**config.mk**
```make
export PLATFORM = sky130hd
export DESIGN_NAME = cache_ctrl
export DESIGN_NICKNAME = d
export VERILOG_FILES = /design/src/rtl/cache_ctrl_pkg.sv /design/src/rtl/cache_ctrl.sv
export SDC_FILE = /design/constraint.sdc
export NUM_CORES = 1
export LEC_CHECK = 0
export CELL_PAD_IN_SITES_DETAIL_PLACEMENT = 1
export CELL_PAD_IN_SITES_GLOBAL_PLACEMENT = 1
export CORE_MARGIN = 4
export CORE_UTILIZATION = 27
export DETAILED_ROUTE_END_ITERATION = 16
export PLACE_DENSITY = 0.88
export SETUP_SLACK_MARGIN = 0.3
export SYNTH_ARGS = -nofsm -noshare
export SYNTH_HDL_FRONTEND = slang
export SYNTH_SLANG_ARGS = --single-unit
```
**constraint.sdc**
```tcl
create_clock -name clk -period 5.1 [get_ports clk]
set_clock_uncertainty 0.15 [all_clocks]
set_input_delay 1.02 -clock clk [delete_from_list [all_inputs] [get_ports clk]]
set_output_delay 1.02 -clock clk [all_outputs]
set_load 0.01 [all_outputs]
```
**src/rtl/cache_ctrl_pkg.sv**
```systemverilog
// Shared field widths and FSM state encoding for the cache sequencing controller.
package cache_ctrl_pkg;

   localparam int BYTE_BITS = 2;

   typedef enum logic [2:0] {
      S_IDLE,
      S_LOOKUP,
      S_WB_RD,
      S_WB_WR,
      S_FILL,
      S_REPLAY
   } state_t;

endpackage

```
**src/rtl/cache_ctrl.sv**
```systemverilog
// Sequences CPU loads/stores through a 2-way write-back cache, handling
// dirty-victim write-back, 4-word element refill and replay of the access.
//
// state    | meaning
// S_IDLE   | accept a CPU request and present it to the cache
// S_LOOKUP | registered hit result visible; release stall or start miss
// S_WB_RD  | cache registers the next victim word
// S_WB_WR  | victim word written to memory, waiting for ack
// S_FILL   | element words read from memory and stored into the cache
// S_REPLAY | original access re-issued from the latched request
module cache_ctrl
   import cache_ctrl_pkg::*;
#(
   parameter int ADDR_BITS           = 32,
   parameter int TAG_BITS            = 23,
   parameter int SET_INDEX_WIDTH     = 5,
   parameter int ELEMENT_WORDS_WIDTH = 2
) (
   input  logic                 clk,
   input  logic                 rst,
   input  logic                 en_r,
   input  logic                 en_w,
   input  logic [2:0]           u_b_h_w,
   input  logic [ADDR_BITS-1:0] addr_rw,
   input  logic [31:0]          data_w,
   output logic [31:0]          data_r,
   output logic                 stall,
   output logic [ADDR_BITS-1:0] cache_addr,
   output logic                 cache_load,
   output logic                 cache_edit,
   output logic                 cache_store,
   output logic [2:0]           cache_u_b_h_w,
   output logic [31:0]          cache_din,
   input  logic                 cache_hit,
   input  logic [31:0]          cache_dout,
   input  logic                 cache_valid,
   input  logic                 cache_dirty,
   input  logic [TAG_BITS-1:0]  cache_tag,
   output logic                 mem_cs,
   output logic                 mem_we,
   output logic [ADDR_BITS-1:0] mem_addr,
   output logic [31:0]          mem_dout,
   input  logic [31:0]          mem_din,
   input  logic                 mem_ack
);

   localparam int INDEX_LSB = ELEMENT_WORDS_WIDTH + BYTE_BITS;
   localparam int INDEX_MSB = INDEX_LSB + SET_INDEX_WIDTH - 1;

   state_t                         state;
   logic [ELEMENT_WORDS_WIDTH-1:0] word_cnt;
   logic [ADDR_BITS-1:0]           req_addr;
   logic [31:0]                    req_data;
   logic [2:0]                     req_ubhw;
   logic                           req_we;
   logic [TAG_BITS-1:0]            vic_tag;

   logic [TAG_BITS-1:0]            req_tag;
   logic [SET_INDEX_WIDTH-1:0]     req_index;
   logic [ADDR_BITS-1:0]           elem_addr;
   logic [ADDR_BITS-1:0]           vic_addr;

   assign req_tag   = req_addr[ADDR_BITS-1 -: TAG_BITS];
   assign req_index = req_addr[INDEX_MSB:INDEX_LSB];
   assign elem_addr = {req_tag, req_index, word_cnt, {BYTE_BITS{1'b0}}};
   assign vic_addr  = {vic_tag, req_index, word_cnt, {BYTE_BITS{1'b0}}};

   assign stall  = (en_r | en_w) & ~((state == S_LOOKUP) & cache_hit);
   assign data_r = cache_dout;

   always_ff @(posedge clk) begin
      if (!rst) begin
         state    <= S_IDLE;
         word_cnt <= '0;
         req_addr <= '0;
         req_data <= '0;
         req_ubhw <= '0;
         req_we   <= 1'b0;
         vic_tag  <= '0;
      end else begin
         case (state)
            S_IDLE: begin
               if (en_r | en_w) begin
                  req_addr <= addr_rw;
                  req_data <= data_w;
                  req_ubhw <= u_b_h_w;
                  req_we   <= en_w;
                  state    <= S_LOOKUP;
               end
            end
            S_LOOKUP: begin
               if (cache_hit) begin
                  state <= S_IDLE;
               end else begin
                  vic_tag  <= cache_tag;
                  word_cnt <= '0;
                  state    <= (cache_valid & cache_dirty) ? S_WB_RD : S_FILL;
               end
            end
            S_WB_RD: state <= S_WB_WR;
            S_WB_WR: begin
               if (mem_ack) begin
                  word_cnt <= word_cnt + 1'b1;
                  state    <= (word_cnt == '1) ? S_FILL : S_WB_RD;
               end
            end
            S_FILL: begin
               if (mem_ack) begin
                  word_cnt <= word_cnt + 1'b1;
                  if (word_cnt == '1) state <= S_REPLAY;
               end
            end
            S_REPLAY: state <= S_LOOKUP;
            default:  state <= S_IDLE;
         endcase
      end
   end

   always_comb begin
      cache_addr    = req_addr;
      cache_load    = 1'b0;
      cache_edit    = 1'b0;
      cache_store   = 1'b0;
      cache_u_b_h_w = req_ubhw;
      cache_din     = req_data;
      mem_cs        = 1'b0;
      mem_we        = 1'b0;
      mem_addr      = elem_addr;
      mem_dout      = cache_dout;
      case (state)
         S_IDLE: begin
            cache_addr    = addr_rw;
            cache_u_b_h_w = u_b_h_w;
            cache_din     = data_w;
            cache_load    = en_r & ~en_w;
            cache_edit    = en_w;
         end
         S_WB_RD: cache_addr = elem_addr;
         S_WB_WR: begin
            cache_addr = elem_addr;
            mem_cs     = 1'b1;
            mem_we     = 1'b1;
            mem_addr   = vic_addr;
         end
         S_FILL: begin
            cache_addr = elem_addr;
            mem_cs     = 1'b1;
            if (mem_ack) begin
               cache_store = 1'b1;
               cache_din   = mem_din;
            end
         end
         S_REPLAY: begin
            cache_load = ~req_we;
            cache_edit = req_we;
         end
         default: ;
      endcase
      // Reset is synchronous, so the cycle it is applied must already be quiet.
      if (!rst) begin
         cache_load  = 1'b0;
         cache_edit  = 1'b0;
         cache_store = 1'b0;
         mem_cs      = 1'b0;
         mem_we      = 1'b0;
      end
   end

endmodule
```
==> Word level (Yosys, flattened, before mapping) <==
Cells that the tools add are included.
{ "word_totals": {"regBits": 96, "inputBits": 162, "output_inout_bits": 169, "wordCells": 64} }
{ "classes": {"addsub": 1, "n_eq_ne": 12, "n_mux": 27, "bitwise": 9, "n_reduce_logical": 8} }
{ "ops": {"columns": ["operator", "n"], "rows": [
  ["$pmux W32 S2", 2],
  ["$mux W32", 2],
  ["$mux W3", 8],
  ["$pmux W3 S6", 1],
  ["$ne A2 B2 Y1 const B", 5],
  ["$mux W1", 9],
  ["$eq A3 B2 Y1 const B", 2],
  ["$eq A3 B3 Y1 const B", 2],
  ["$and A1 B1 Y1", 4],
  ["$mux W2", 2],
  ["$not A1 Y1", 4],
  ["$pmux W1 S2", 2],
  ["$pmux W2 S2", 1],
  ["$reduce_and A2 Y1", 2],
  ["$reduce_and A4 Y1", 1],
  ["$eq A3 B1 Y1 const B", 1],
  ["$logic_not A3 Y1", 1],
  ["$reduce_and A3 Y1", 1],
  ["$reduce_or A3 Y1", 1],
  ["$add A2 B1 Y2 const B", 1],
  ["$eq A2 B2 Y1 const B", 1],
  ["$ne A2 B1 Y1 const B", 1],
  ["$reduce_bool A2 Y1", 1],
  ["$reduce_or A2 Y1", 1],
  ["$or A1 B1 Y1", 1]
]} }

==> Depth between registers and ports, before layout <==
Gate-level depths: netlist of the first run.
{ "depth": {"ltp_word": 4, "depth_mapped": 7, "depth_no_buf": 5} }

==> Least setup slack after synthesis of the first run <==
Ideal clock, no wire load.
{ "synth_path": {"path_kind": "input -> output", "startpoint": "input mem_ack", "endpoint": "output cache_din[10]", "t_arrival_ns": 1.781, "required_ns": 3.930, "setup_slack_ns": 2.149, "stages": 5, "path_buffers": 2, "path_cell_list": "and2_0 -> buf_2 -> buf_4 -> a222oi_1 -> inv_1"} }
{ "synth_via": {"elab_chain_cells": 2} }
{ "synth_rtl": {"columns": ["item", "line", "rtl"], "rows": [
  ["from (decl)", "cache_ctrl.sv:44", "input logic mem_ack"],
  ["$mux W32", "cache_ctrl.sv:148", "if (mem_ack) begin"],
  ["$pmux W32 S2", "cache_ctrl.sv:130", "case (state)"],
  ["to (decl)", "cache_ctrl.sv:33", "output logic [31:0] cache_din,"]
]} }
No other way between the ends.

==> Worst setup path in the final report of the first run <==
{ "layout_path": {"startpoint": "register state[1]", "endpoint": "output mem_addr[27]"} }
{ "layout_via": {"elab_chain_cells": 2} }
{ "layout_rtl": {"columns": ["item", "line", "rtl"], "rows": [
  ["from (decl)", "cache_ctrl.sv:50", "state_t state;"],
  ["from (signal assigned)", "cache_ctrl.sv:97", "state <= (cache_valid & cache_dirty) ? S_WB_RD : S_FILL;"],
  ["from (signal assigned)", "cache_ctrl.sv:104", "state <= (word_cnt == '1) ? S_FILL : S_WB_RD;"],
  ["$eq A3 B2 Y1", "cache_ctrl.sv:130", null],
  ["$mux W32", "cache_ctrl.sv:130", null],
  ["to (decl)", "cache_ctrl.sv:41", "output logic [ADDR_BITS-1:0] mem_addr,"]
]} }
No other way between the ends.

==> metrics.md, run 1 <==
| Metric | Value |
|---|---|
| Commonest cells after routing, fill and taps aside | `clkdlybuf4s50_1 (232), nand2_1 (191), dfxtp_1 (96)` |
| Core Area | `0.0194 mm^2` |
| Most common cell after layout, fill and taps aside | `clkdlybuf4s50_1` |
| CP Capture Type | `output pin` |
| Die H | `148 um` |
| First-pass GRT wire length | `29000 um` |
| Largest net degree at the start of global routing | `65` |
| Post-synth top area share | `36.1%` |
| Antenna violations before repair | `0` |
| CP Class | `flip-flop to output pin` |
| Nets | `976` |
| Die area | `0.0220 mm^2` |
| Leak Pwr | `2.95 nW` |
| Simple-gate share of the synthesized area | `17.1%` |
| Post-cts sizing count | `0` |
| Cts hold-fix bufs | `0` |
| Placed instance area | `0.00731 mm^2` |
| Mean Syn Cell Area | `7.85 um^2` |
| DRC | `0` |
| Peak VDD IR | `167 uV` |
| Sequential cell area fraction in the yosys report | `36.1%` |
| Arrival time worst endpoint | `2.90 ns` |
| Crit Path Max Fanout | `19` |
| Top post-synthesis cells by area | `dfxtp_1 (36%), nand2_1 (13%), mux2_2 (11%)` |
| Max Cap Viol | `0` |
| Worst EP required | `3.93 ns` |
| Met2 Use GR | `30.9%` |
| DR WL/cell | `17.4 um` |
| Mux cell area share after synthesis | `11.8%` |
| Setup TNS | `0 ns` |
| Post-synthesis instance area | `0.00532 mm^2` |
| Routability cong. | `0.740` |
| Share of cells above drive strength 1 | `10.6%` |
| Met3 Use GR | `6.28%` |
| Fin worst setup slack | `1.03 ns` |
| Vias in the first global route | `5464` |
| Grt ovf | `0` |
| Worst hold stages | `2` |
| Met1 Usage GRT | `17.4%` |
| Post-CTS setup buffers | `0` |
| Synth Area in Compound Gates | `17.6%` |
| Final period util | `79.8%` |
| Synthesis-to-finish area growth | `43.5%` |
| Unique masters post-synth | `37` |
| Max_slew headroom | `37.3%` |
| Status | `finished, final reports clean` |
| Mapped Cells | `678` |
| DRT antenna net count | `0` |
| Actual slew at the worst max-slew pin | `0.939 ns` |
| DR pass1 iterations | `7` |
| Max Clk Rate | `0.246 GHz` |
| Final Hold Vio Count | `0` |
| GRT Total Usage | `16.5%` |
| Synth warn | `0` |
| Slowest cell on the critical path | `dfxtp_1` |
| Synth area leader | `dfxtp_1` |
| Total power | `2.72 mW` |
| Worst-path clk slew | `0.08 ns` |
| Worst Hold Margin | `0.306 ns` |
| Final Max Slew Viols | `0` |
| CTS max path bufs | `2` |
| Vias/cell | `4.75` |
| #FFs+latches synth | `96` |
| Largest stage delay on the critical path | `0.69 ns` |
| Site Rows | `51` |
| Clk sink count | `96` |
| IO Port Bufs | `232` |
| Die width | `148 um` |
| Post-place setup slack | `1.02 ns` |
| Detailed Route WL | `18800 um` |
| RSZ-0062 raised after global routing | `no` |
| 1st-iter DRT viols | `304` |
| Path depth of the worst reg2reg path | `6` |
| Filler Cell Count | `2292` |
| CTS buffer count | `9` |
| Starting Density | `27.4%` |
| Final instance area | `0.00764 mm^2` |
| Layer with the highest usage | `met2` |
| Synth Area in XOR/XNOR | `0%` |
| HP Class | `flip-flop to flip-flop` |
| Overall via count from detail_route | `5150` |
| Clk Latency, worst-skew pair | `0.35 ns` |
| Adder-cell share of the synthesized area | `0.235%` |
| H-tree depth | `3` |
| Worst path cell trace | `and3b_1 -> buf_4 -> mux2_2 -> clkdlybuf4s50_1` |
| Clock period minus worst slack | `4.07 ns` |
| # setup viols final | `0` |
| Worst setup SP type | `flip-flop` |
| Detailed placement HPWL | `13800 um` |
| I/O pins | `331` |
| Main combinational cell family by area after synthesis | `compound AO/OA/AOI/OAI gates` |
| PD cells | `355 mW/mm^2` |
| Clock Tree Root | `clkbuf_16` |
| CTS tree | `done` |
## cell usage after synthesis
master    number
nand2_1      191
dfxtp_1       96
a21oi_1       95
buf_4         78
mux2_2        54
inv_1         35
a222oi_1      32
buf_2         26
clkbuf_1      15
nor2_1         9
o21ai_0        6
nand3_1        5
a22oi_1        4
nor2b_1        3
o21ai_1        3
a22o_1         2
and2_1         2
mux2i_1        2
nor3_1         2
a211o_1        1
a21o_1         1
a221o_1        1
a31oi_1        1
a32o_1         1
and2_0         1
and2b_1        1
and3b_1        1
clkinv_1       1
conb_1         1
ha_1           1
nand2b_1       1
nand3b_1       1
nor3_4         1
nor3b_2        1
nor4b_4        1
o21a_1         1
or3_1          1
## kinds of logic after synthesis
group / after synthesis
AOI/OAI and AO/OA: 148
adders and majority gates: 1
other: 1
and+or+nand+nor: 221
buffers and inverters: 155
muxes: 56
DFF: 96
## per-layer routing
metal,vias to the layer above,routed length (um)
met5,-,0
met2,165,9770
met4,0,280
met1,2460,7340
li1,2500,-
met3,25,1450
## final timing paths
path	start	end	slack [ns]
setup / recovery	state[1]$_SDFFE_PN0P_	mem_addr[27]	1.03
hold / removal	req_data[25]$_SDFFE_PN0P_	req_data[25]$_SDFFE_PN0P_	0.31
setup reg to reg	state[2]$_SDFFE_PN0P_	req_data[16]$_SDFFE_PN0P_	2.10
hold reg to reg	req_data[25]$_SDFFE_PN0P_	req_data[25]$_SDFFE_PN0P_	0.31
## area by class of cell
cell class                 instances  area, um^2  area share (%)
antenna                            1        2.50          0.0328
clock buffer                       9         225            2.95
clock inverter                     7        97.6            1.28
inverter                          36         136            1.79
multi-input combinational        428        2510            32.9
sequential                        96        1920            25.2
tap                              265         332            4.34
timing repair buffer             242        2410            31.5
## metrics by stage
step,utilization [%],std cells
2_1_floorplan,-,679
3_3_place_gp,37.7,1067
3_5_place_dp,37.7,1067
4_1_cts,39.4,1083
5_1_grt,39.4,1083
6_report,39.4,1084
## sequential cells by signal (all words and copies together), names as in the netlist
signal / cells
word_cnt: 2
req_addr: 32
req_data: 32
state: 3
req_we: 1
req_ubhw: 3
vic_tag: 23
## report_power, final
part           total [mW]  internal (mW)  leakage [nW]  switching (mW)
clock               0.737          0.398         0.159           0.339
sequential          0.893          0.834         0.788          0.0590
combinational        1.09          0.566          2.00           0.519
## worst max-delay path: cells and delay by family, from the launching register on
kind          cells  cell delay (ns)
flops             1             0.69
mux               1             0.38
buf+inv           2             0.89
simple gates      1             0.57
Power figures use the tool's default switching activity.
==> run 2: changes to the inputs <==
--- a/config.mk
+++ b/config.mk
@@ -8,9 +8,9 @@
 export CELL_PAD_IN_SITES_DETAIL_PLACEMENT = 1
 export CELL_PAD_IN_SITES_GLOBAL_PLACEMENT = 1
 export CORE_MARGIN = 4
-export CORE_UTILIZATION = 27
+export CORE_UTILIZATION = 23
 export DETAILED_ROUTE_END_ITERATION = 16
-export PLACE_DENSITY = 0.88
+export PLACE_DENSITY = 0.8
 export SETUP_SLACK_MARGIN = 0.3
 export SYNTH_ARGS = -nofsm -noshare
 export SYNTH_HDL_FRONTEND = slang
==> constraint.sdc (replaced) <==
create_clock -name clk -period 3.4 [get_ports clk]
set_clock_uncertainty 0.15 [all_clocks]
set_input_delay 0.68 -clock clk [delete_from_list [all_inputs] [get_ports clk]]
set_output_delay 0.68 -clock clk [all_outputs]
set_load 0.01 [all_outputs]
==> run 2 against run 1 <==
  * Combinational power increased by 54%
  * Worst setup slack worse by 0.65 ns
  * Critical endpoint is now cache_addr[30]
  * Register-to-register slack lost 0.82 ns
  * Global-route usage is 2.2 points lower
==> metrics.md, run 2 (synthesis gave the netlist of run 1 again) <==
| Metric | Value |
|---|---|
| # setup viols final | `0 (unchanged)` |
| Leak Pwr | `3.12 nW (+6.0%)` |
| Pint | `2.82 mW (+57%)` |
| DRT antenna net count | `0 (unchanged)` |
| Clk Latency, worst-skew pair | `0.34 ns (about the same)` |
| Worst hold stages | `2 (unchanged)` |
| Clock Tree Root | `clkbuf_16` |
| Vias in the first global route | `5323 (-2.6%)` |
| H-tree depth | `3 (unchanged)` |
| First-pass GRT wire length | `29600 um (+2.0%)` |
| Reg-to-reg startpoint | `state[1]$_SDFFE_PN0P_` |
| DR pass1 iterations | `8 (+1)` |
| Path depth of the worst reg2reg path | `8 (+2)` |
| 1st-iter DRT viols | `322 (+5.9%)` |
| Vias/cell | `4.68 (-1.5%)` |
| Die H | `160 um (+7.9%)` |
| Combinational share of power | `40.3% (+0.3 points)` |
| Status | `finished, final reports clean` |
| Routability cong. | `0.770 (+4.0%)` |
| DR WL/cell | `17.3 um (-0.32%)` |
| Max_slew headroom | `27.8% (-9.5 points)` |
| PD cells | `532 mW/mm^2 (+50%)` |
| Worst-path clk slew | `0.07 ns (about the same)` |
| Share of cells above drive strength 1 | `12.1% (+1.5 points)` |
| Commonest cells after routing, fill and taps aside | `clkdlybuf4s50_1 (197), nand2_1 (191), a21oi_1 (95)` |
| Detailed Route WL | `19300 um (+2.3%)` |
| Antenna violations before repair | `0 (unchanged)` |
| Cts hold-fix bufs | `0 (unchanged)` |
| Largest net degree at the start of global routing | `94 (+45%)` |
| DRC | `0 (unchanged)` |
| Crit Path Max Fanout | `21 (+2)` |
| Grt ovf | `0 (unchanged)` |
| Final Hold Vio Count | `0 (unchanged)` |
| Sequential power share | `32.2% (-0.7 points)` |
| CTS buffer count | `9 (unchanged)` |
| Peak VDD IR | `192 uV (+15%)` |
| Setup TNS | `0 ns (unchanged)` |
| Psw | `1.35 mW (+47%)` |
| Worst Hold Launch | `vic_tag[22]$_SDFFE_PN0P_` |
| Worst EP required | `2.57 ns (-1.36 ns)` |
| Core Area | `0.0227 mm^2 (+17%)` |
| RSZ-0062 raised after global routing | `yes` |
| Detailed placement HPWL | `13300 um (-3.6%)` |
| Max Cap Viol | `0 (unchanged)` |
| RR Endpoint | `req_addr[25]$_SDFFE_PN0P_` |
| I/O pins | `331 (unchanged)` |
| Site Rows | `55 (+7.8%)` |
| HP Class | `flip-flop to flip-flop` |
| Top Registers | `req_addr: 32 flops, req_data: 32 flops, vic_tag: 23 flops` |
| CTS max path bufs | `2 (unchanged)` |
| Synthesis-to-finish area growth | `47.2%` |
| Max Clk Rate | `0.331 GHz` |
| Most common cell after layout, fill and taps aside | `clkdlybuf4s50_1` |
| Worst Hold Margin | `0.302 ns (-0.00415 ns)` |
| Final period util | `89.0%` |
| Hold path endpoint | `vic_tag[22]$_SDFFE_PN0P_` |
| CTS tree | `done` |
| GRT Total Usage | `14.3% (-2.2 points)` |
| Starting Density | `23.4% (-4.0 points)` |
| Flop2flop setup slack | `1.28 ns (-0.82 ns)` |
| IO Port Bufs | `232 (unchanged)` |
| Overall via count from detail_route | `5203 (+1.0%)` |
| Arrival time worst endpoint | `2.20 ns (-0.70 ns)` |
| CP Capture Type | `output pin` |
| Clk pwr share | `27.5% (+0.4 points)` |
| Clk sink count | `96 (unchanged)` |
| CP Class | `flip-flop to output pin` |
| Clock period minus worst slack | `3.03 ns` |
| Actual slew at the worst max-slew pin | `1.08 ns (+0.145 ns)` |
| Total power | `4.17 mW (+54%)` |
| Die area | `0.0256 mm^2 (+16%)` |
| Worst setup SP type | `flip-flop` |
| Nets | `984 (+0.82%)` |
| Final Max Slew Viols | `0 (unchanged)` |
| Sw frac | `32.3% (-1.4 points)` |
| Die width | `160 um (+7.9%)` |
[run 2: changes by cell type in the layout (fill, tap and decap cells not counted), moves of 2 or more]
| cell | previous run | this run |
|---|---|---|
| buf_12 | 1 | 7 |
| clkbuf_8 | 0 | 2 |
| clkdlybuf4s50_1 | 232 | 197 |
| dfxtp_1 | 96 | 93 |
| dfxtp_4 | 0 | 3 |
| dlygate4sd2_1 | 0 | 34 |
| inv_8 | 3 | 0 |
[run 2: metrics by stage]
step	worst slack [ns]	area [um^2]	cells	util [%]
floorplan	1.13	5330	679	-
detailed placement	0.158	7430	1091	32.7
global placement	0.238	7430	1091	32.7
global route	0.289	7830	1111	34.5
CTS	0.273	7770	1109	34.2
finish	0.374	7840	1112	34.5
[run 2: worst max path at each step]
stage,start,end,slack (ns),depth (start not counted)
finish,state[1]$_SDFFE_PN0P_,cache_addr[30],0.37,5
global route,state[1]$_SDFFE_PN0P_,cache_addr[30],0.29,5
detailed placement,mem_ack,cache_din[1],0.16,6
floorplan,mem_ack,cache_din[10],1.13,5
CTS,state[0]$_SDFFE_PN0P_,mem_addr[12],0.27,4
global placement,mem_ack,cache_din[3],0.24,6
[run 2: critical path, stage by stage, from the launching register on]
cell,delay (ns)
dfxtp_4,0.41
nor3_4,0.22
buf_12,0.14
buf_6,0.21
mux2_2,0.36
clkdlybuf4s50_1,0.51
[run 2: per-layer routing]
layer	global-route usage, %	up-vias	routed length, um
li1	-	2519	-
met1	16.1	2477	7910
met2	26.1	179	9720
met3	4.05	28	1320
met4	4.38	0	325
met5	0	-	0
[run 2: final cells by class]
type | instances | area [um^2]
Clock inverter | 4 | 76.3
Fill cell | 2677 | 14900
Antenna cell | 1 | 2.50
Multi-Input combinational cell | 428 | 2520
Tap cell | 285 | 357
Timing Repair Buffer | 250 | 2550
Clock buffer | 12 | 256
Inverter | 36 | 136
Sequential cell | 96 | 1930
[run 2: what timing repair did]
action                     4_1_cts  5_1_grt
gates resized for setup         39        7
setup endpoints to repair       95       48
cloned                           1        1
buffers inserted                 1        1
pin swaps                        6        1
[run 2: power by group through the flow]
stage | clock, mW | sequential (mW) | combinational (mW)
6_report | 1.15 | 1.34 | 1.68
2_1_floorplan | 0 | 1.33 | 0.947
3_5_place_dp | 0 | 1.37 | 1.69
5_1_grt | 1.25 | 1.36 | 1.83
4_1_cts | 1.21 | 1.34 | 1.66
3_3_place_gp | 0 | 1.36 | 1.66
==> run 3: changes to the inputs <==
--- a/config.mk
+++ b/config.mk
@@ -12,6 +12,7 @@
 export DETAILED_ROUTE_END_ITERATION = 16
 export PLACE_DENSITY = 0.8
 export SETUP_SLACK_MARGIN = 0.3
+export SKIP_LAST_GASP = 1
 export SYNTH_ARGS = -nofsm -noshare
 export SYNTH_HDL_FRONTEND = slang
 export SYNTH_SLANG_ARGS = --single-unit
==> results of run 3 <==
No change in the layout: final DEF, timing and power equal those of run 2.
